### config.mk
export PLATFORM = sky130hd
export DESIGN_NAME = dlx_ctrl
export DESIGN_NICKNAME = d
export VERILOG_FILES = /design/src/rtl/dlx_ctrl.sv
export SDC_FILE = /design/constraint.sdc
export NUM_CORES = 1
export LEC_CHECK = 0
export BUFFER_PORTS_ARGS = -buffer_cell sky130_fd_sc_hd__buf_4
export CAP_MARGIN = 0
export CORE_UTILIZATION = 46
export DETAILED_ROUTE_END_ITERATION = 6
export PLACE_DENSITY = 0.81
export SLEW_MARGIN = 5
export SYNTH_ARGS = -nofsm -noshare
export SYNTH_HDL_FRONTEND = slang
export SYNTH_SLANG_ARGS = --single-unit
### constraint.sdc
create_clock -name clk -period 3.4 [get_ports clk]
set_input_delay 0.51 -clock clk [delete_from_list [all_inputs] [get_ports clk]]
set_output_delay 0.51 -clock clk [all_outputs]
set_load 0.01 [all_outputs]
### src/rtl/dlx_ctrl.sv
// dlx_ctrl: multi-cycle DLX control FSM sequencing fetch, decode, execute, memory and write-back.
module dlx_ctrl (
  input  logic        clk,
  input  logic        reset,
  input  logic [31:0] instr,
  input  logic        i_ready,
  input  logic        d_ready,
  input  logic [31:0] rs1_val,
  output logic        i_req,
  output logic        IF,
  output logic [1:0]  pc_cmd,
  output logic [31:0] pc_v,
  output logic        d_read,
  output logic        d_write,
  output logic        rf_we,
  output logic [31:0] ir,
  output logic [2:0]  state,
  output logic        halt,
  output logic [31:0] retired
);
  typedef enum logic [2:0] {FETCH, DECODE, EXEC, MEM, WB, HALT} st_t;
  st_t st, exec_nxt;
  logic [5:0] op;
  logic is_j, is_jal, is_beqz, is_bnez, is_jr, is_jalr, is_lw, is_sw, is_trap;
  logic taken, exec_if, reg_tgt, ret;
  assign op      = ir[31:26];
  assign is_j    = op == 6'h02;
  assign is_jal  = op == 6'h03;
  assign is_beqz = op == 6'h04;
  assign is_bnez = op == 6'h05;
  assign is_jr   = op == 6'h12;
  assign is_jalr = op == 6'h13;
  assign is_lw   = op == 6'h23;
  assign is_sw   = op == 6'h2B;
  assign is_trap = op == 6'h3F;
  assign taken   = (is_beqz && rs1_val == 32'd0) || (is_bnez && rs1_val != 32'd0);
  assign reg_tgt = is_jr || is_jalr;
  assign exec_if = is_j || is_jal || taken || reg_tgt;
  assign state   = st;
  assign halt    = st == HALT;
  // Strobes depend on the same-cycle handshake inputs, so they are combinational off the registered state.
  always_comb begin
    exec_nxt = (is_lw || is_sw) ? MEM : is_trap ? HALT :
               (is_j || is_beqz || is_bnez || is_jr) ? FETCH : WB;
    ret      = (st == EXEC && exec_nxt != MEM && exec_nxt != WB) ||
               (st == MEM && d_ready && is_sw) || st == WB;
    i_req    = !reset && st == FETCH;
    IF       = !reset && (st == FETCH ? i_ready : st == EXEC && exec_if);
    pc_cmd   = (!IF || st == FETCH) ? 2'b00 : reg_tgt ? 2'b11 : 2'b10;
    pc_v     = (!IF || st == FETCH) ? 32'd0 : reg_tgt ? rs1_val :
               (is_j || is_jal) ? {{6{ir[25]}}, ir[25:0]} : {{16{ir[15]}}, ir[15:0]};
    d_read   = !reset && st == MEM && is_lw;
    d_write  = !reset && st == MEM && is_sw;
    rf_we    = !reset && st == WB;
  end
  always_ff @(posedge clk) begin
    if (reset) begin
      st      <= FETCH;
      ir      <= 32'd0;
      retired <= 32'd0;
    end else begin
      retired <= retired + {31'd0, ret};
      case (st)
        FETCH:  if (i_ready) begin
                  ir <= instr;
                  st <= DECODE;
                end
        DECODE: st <= EXEC;
        EXEC:   st <= exec_nxt;
        MEM:    if (d_ready) st <= is_lw ? WB : FETCH;
        WB:     st <= FETCH;
        default: st <= st;
      endcase
    end
  end
endmodule

Word-level counts from Yosys, hierarchy flattened:

Cells that the tools add are included.

* shift-type cells: 0
* add/subtract/negate cells: 1
* $mul: 0
* reduce and logical (&&, ||, !) cells: 33
* muxes and demuxes: 13
* equal/unequal tests: 18
* divide/modulo/power cells: 0
* bitwise gates (word level): 0
* $lt $le $gt $ge: 0

Operator list (number)
* 2-to-1 mux 32 bit: 3
* adder 32 x 1 -> 32 bit: 1
* logical NOT 32 bit: 1
* nonzero test 32 bit: 1
* == test 6 bit, second input constant: 3
* 2-to-1 mux 3 bit: 6
* one-hot mux 3 bit (5 select lines): 1
* logical AND 1 bit: 13
* == test 6 x 2 -> 1 bit, second input constant: 2
* == test 6 x 3 -> 1 bit, second input constant: 2
* == test 6 x 5 -> 1 bit, second input constant: 2
* logical OR 1 bit: 12
* == test 3 x 2 -> 1 bit, second input constant: 2
* == test 3 bit, second input constant: 2
* nonzero test 5 bit: 1
* inequality test 2 bit, second input constant: 2
* == test 3 x 1 -> 1 bit, second input constant: 1
* logical NOT 3 bit: 1
* inequality test 3 x 2 -> 1 bit, second input constant: 1
* inequality test 3 bit, second input constant: 1
* AND reduction 3 bit: 1
* logical NOT 1 bit: 2
* 2-to-1 mux 1 bit: 2
* 2-to-1 mux 2 bit: 1
* AND reduction 2 bit: 1

* bits in writable memories: 0
* memory bits (read-only): 0
* bits of input ports: 68
* bits in latches: 0
* flip-flop bits (word level): 67
* memories kept: 0

Logic depth before layout (Yosys ltp):

* depth in word-level cells: 13
* gate-level depth with buffers: 13

Least setup slack after synthesis:

No wires, ideal clock.

* path kind: reg-to-reg
* start point: reg ir[29]
* end point: reg retired[20]
* slack: 0.182 ns
* setup time: 0.128 ns
* arrival time: 3.090 ns
* stages on the path, launching flop included: 14
* buffers on the path: 1
* cell sequence: dfxtp_1 -> buf_2 -> or4_1 -> o21ai_0 -> a21oi_1 -> or4b_1 -> o21ai_1 -> ha_1 -> ha_1 -> nand2_1 -> nor4_2 -> nand4_1 -> xnor2_1 -> nor2_1

* cells in the longest elaborated chain, start to end: 13
* elaborated cells on any way between the ends: 22

Ends and longest elaborated chain
* from (decl): line 16 `output logic [31:0] ir,`
* from (signal assigned): line 65 `ir <= instr;`
* == test 6 x 2 -> 1 bit / == test 6 x 3 -> 1 bit (equally long branches): line 27, 29
* logical OR 1 bit (3 in a row): line 44 `(is_j || is_beqz || is_bnez || is_jr) ? FETCH : WB;`
* 2-to-1 mux 3 bit: line 44
* 2-to-1 mux 3 bit (2 in a row): line 43 `exec_nxt = (is_lw || is_sw) ? MEM : is_trap ? HALT :`
* inequality test 3 x 2 -> 1 bit: line 45 `ret = (st == EXEC && exec_nxt != MEM && exec_nxt != WB) ||`
* logical AND 1 bit (2 in a row): line 45
* logical OR 1 bit (*): line 45
* logical OR 1 bit (*): line 46 `(st == MEM && d_ready && is_sw) || st == WB;`
* adder 32 x 1 -> 32 bit (*): line 62 `retired <= retired + {31'd0, ret};`
* to (signal assigned): line 62
* to (decl): line 19 `output logic [31:0] retired`

Mark *: on every way between the ends. The rest lies on a longest branch, timed or not.
A chain may end at the register's enable or synchronous reset.

Worst setup path in the final report:

* start point: reg ir[27]
* end point: reg retired[30]

Same word-level chain as after synthesis.

==> flow_summary.ini <==
[yosys]
yosysMostFrequentCell = nand2_1
synth_top_area_share_pct = 38.62
synth_edf_count = 0
yosysWarnings = 0
syn_avg_cell_area_um2 = 7.858
syn_inst = 442
ys_ff_latch = 67
synth_nets = 512
synthTopCellsByCount = 80 x nand2_1, 68 x a21oi_1, 67 x dfxtp_1, 37 x nor2_1, 25 x mux2i_1
yosysTopAreaCell = dfxtp_1
synth.area.top_cells = dfxtp_1 39%, a21oi_1 9.8%, nand2_1 8.6%
synthArstFlopShare_pct = 0
yosysSeqAreaShare_pct = 38.62
synth.distinct_cells = 42
synth_area_um2 = 3473
synthFlopType = dfxtp_1

[grt]
track_usage_pct = 27.03
grt_overflow = 0
antenna_found_initial = 0
grt_pass1_vias = 3418
grt_pass1_wl_mm = 16.33
grt_max_degree = 71

[placement]
portBuffers = 174
gp_congestion = 0.8081
place_hpwl_mm = 8.078
post-place-cells = 700

[worst_setup_path]
endpoint_kind = flip-flop
cp_common_cell = ha_2
crit_family = simple AND/OR/NAND/NOR gates
cp.required_ns = 3.60
critPathMaxStageDelay_ns = 0.51
path_buf_inv = 1
path_cells = or3b_1, nor3_4, a21oi_1, or4b_1, o21ai_1, ha_2, ha_2, nand2_1, nor4_2, buf_4, nand3_1, xor2_1, nor2_1
crit_path_start_kind = flip-flop
cp.depth = 13
crit_slowest_cell = or4b_1
reg2regPathDepth = 13
crit_arrival_ns = 3.37
path_class = reg2reg
r2r_slack_ns = 0.23
crit_path_max_fanout = 9

[clock_network]
clkTransAtPathRegs_ns = 0.08
clkLatencyLatePin_ns = 0.34
htree_levels = 3
cts_tree = built
cts_hold_buf = 0
cts_buffers = 9
cts-root-buf = clkbuf_8
cts_sinks = 67
cts_buffer_depth = 2

[timing]
setup_viol = 0
max_freq_ghz = 0.3156
fin_crit_sh_pct = 93.19
finalHoldViolCount = 0
fin_skew_ns = 0.007370
slew_headroom_pct = 37.54
finalCriticalPeriod_ns = 3.169
hold_ws_ns = 0.4117
worstMarginPinSlew_ns = 0.9297
drv_slew = 0
fin_tns_setup_ns = 0

[floorplanning]
die-width_um = 88.90
die_area_um2 = 7902
die_h_um = 88.90
ios = 175
floorplan.initialDensity_pct = 47.63
core_area_um2 = 7292
fp-row-count = 31

[detailed_routing]
firstDrtPassIters = 4
drt_iter0_drc = 212
dr_total_vias = 3826
final_antenna_net_count = 0
wl_mm = 11.14
drc = 0
wl_per_cell_um = 15.56
viasPerCell = 5.344

[flow_run]
cap_violations = 0

[cells_and_area]
synthToLayoutAreaGrowth_pct = 46.79
postLayoutCoreUtil_pct = 69.92
antenna_cells = 0
layout-drive-gt1-share_pct = 34.85
final_cells = 716
nets = 682

[worst_hold_path]
hold_class = in2reg
holdPathStages = 3

[power_and_ir_drop]
p_leak_nw = 2.326
power.total_mw = 1.790
ir_worst_vdd_v = 0.0002006
power_density_nw_per_um2 = 351.1

[status]
status = completed
state kept, by name, summed over array words and instances (netlist names):
name and cells:
ir 32, retired 32, state 3
layout make-up:
class	count	area, µm²
Clock buffer	9	123.9
Clock inverter	7	68.82
Fill cell	590	2193
Inverter	4	15.01
Multi-Input combinational cell	343	2017
Sequential cell	67	1343
Tap cell	99	123.9
Timing Repair Buffer	187	1408
worst min-delay path, delay by kind of cell:
| family | cells | cell delay, ns |
|---|---|---|
| buffers and inverters | 1 | 0.11 |
| and+or+nand+nor | 1 | 0.04 |
| AOI/OAI and AO/OA | 1 | 0.05 |
report_power, final:
part	internal [mW]	switching, mW	leakage [nW]
clock network	0.336	0.319	0.0950
registers	0.814	0.0335	0.545
logic	0.142	0.146	1.69
stage by stage:
stage,setup slack (ns),instance area (µm²)
2_1_floorplan,0.1823,3473
3_3_place_gp,0.2939,4896
3_5_place_dp,0.2049,4896
4_1_cts,0.1474,5089
5_1_grt,-0.002867,5099
6_report,0.2314,5099
worst paths after layout:
path | start | to
worst max-delay path | ir[27]$_SDFFE_PP0P_ | retired[30]$_SDFF_PP0_
worst min-delay path | instr[14] | ir[14]$_SDFFE_PP0P_
worst max register to register | ir[27]$_SDFFE_PP0P_ | retired[30]$_SDFF_PP0_
worst min register to register | ir[1]$_SDFFE_PP0P_ | ir[1]$_SDFFE_PP0P_
per-layer routing:
layer / up-vias / part of all wire [%] / GRT usage (%)
met4: 0 / 2.1 / 10.56
met3: 19 / 7.4 / 5.725
met2: 141 / 49 / 47.06
met1: 1771 / 42 / 32.68
met5: - / 0 / 0
li1: 1895 / - / -
cell usage in the layout, fill, tap and decap left out, types with 3 or more instances in the layout:
cell type	n
and3_1	5
nor2b_1	5
nor4_1	10
o21ai_0	8
clkinv_2	3
mux2i_1	25
dfxtp_1	66
nor2_1	37
a22oi_1	9
nand4_1	12
clkbuf_8	9
nand2_1	80
nand3_1	14
xnor2_1	5
xor2_1	24
buf_4	186
o21ai_1	3
inv_1	4
nor3_1	9
a21oi_1	68
kinds of logic after synthesis:
kind of cell    synth area share [%]
compound gates                 15.27
mux                            7.205
simple gates                   27.23
flops                          38.62
buf+inv                        3.638
fa+ha+maj                     0.7203
xor+xnor                       7.313
repair_timing:
action                     CTS  global route
setup endpoints to repair    0             8
resized for setup            0             5
setup buffers                0             0
Power figures use the tool's default switching activity.
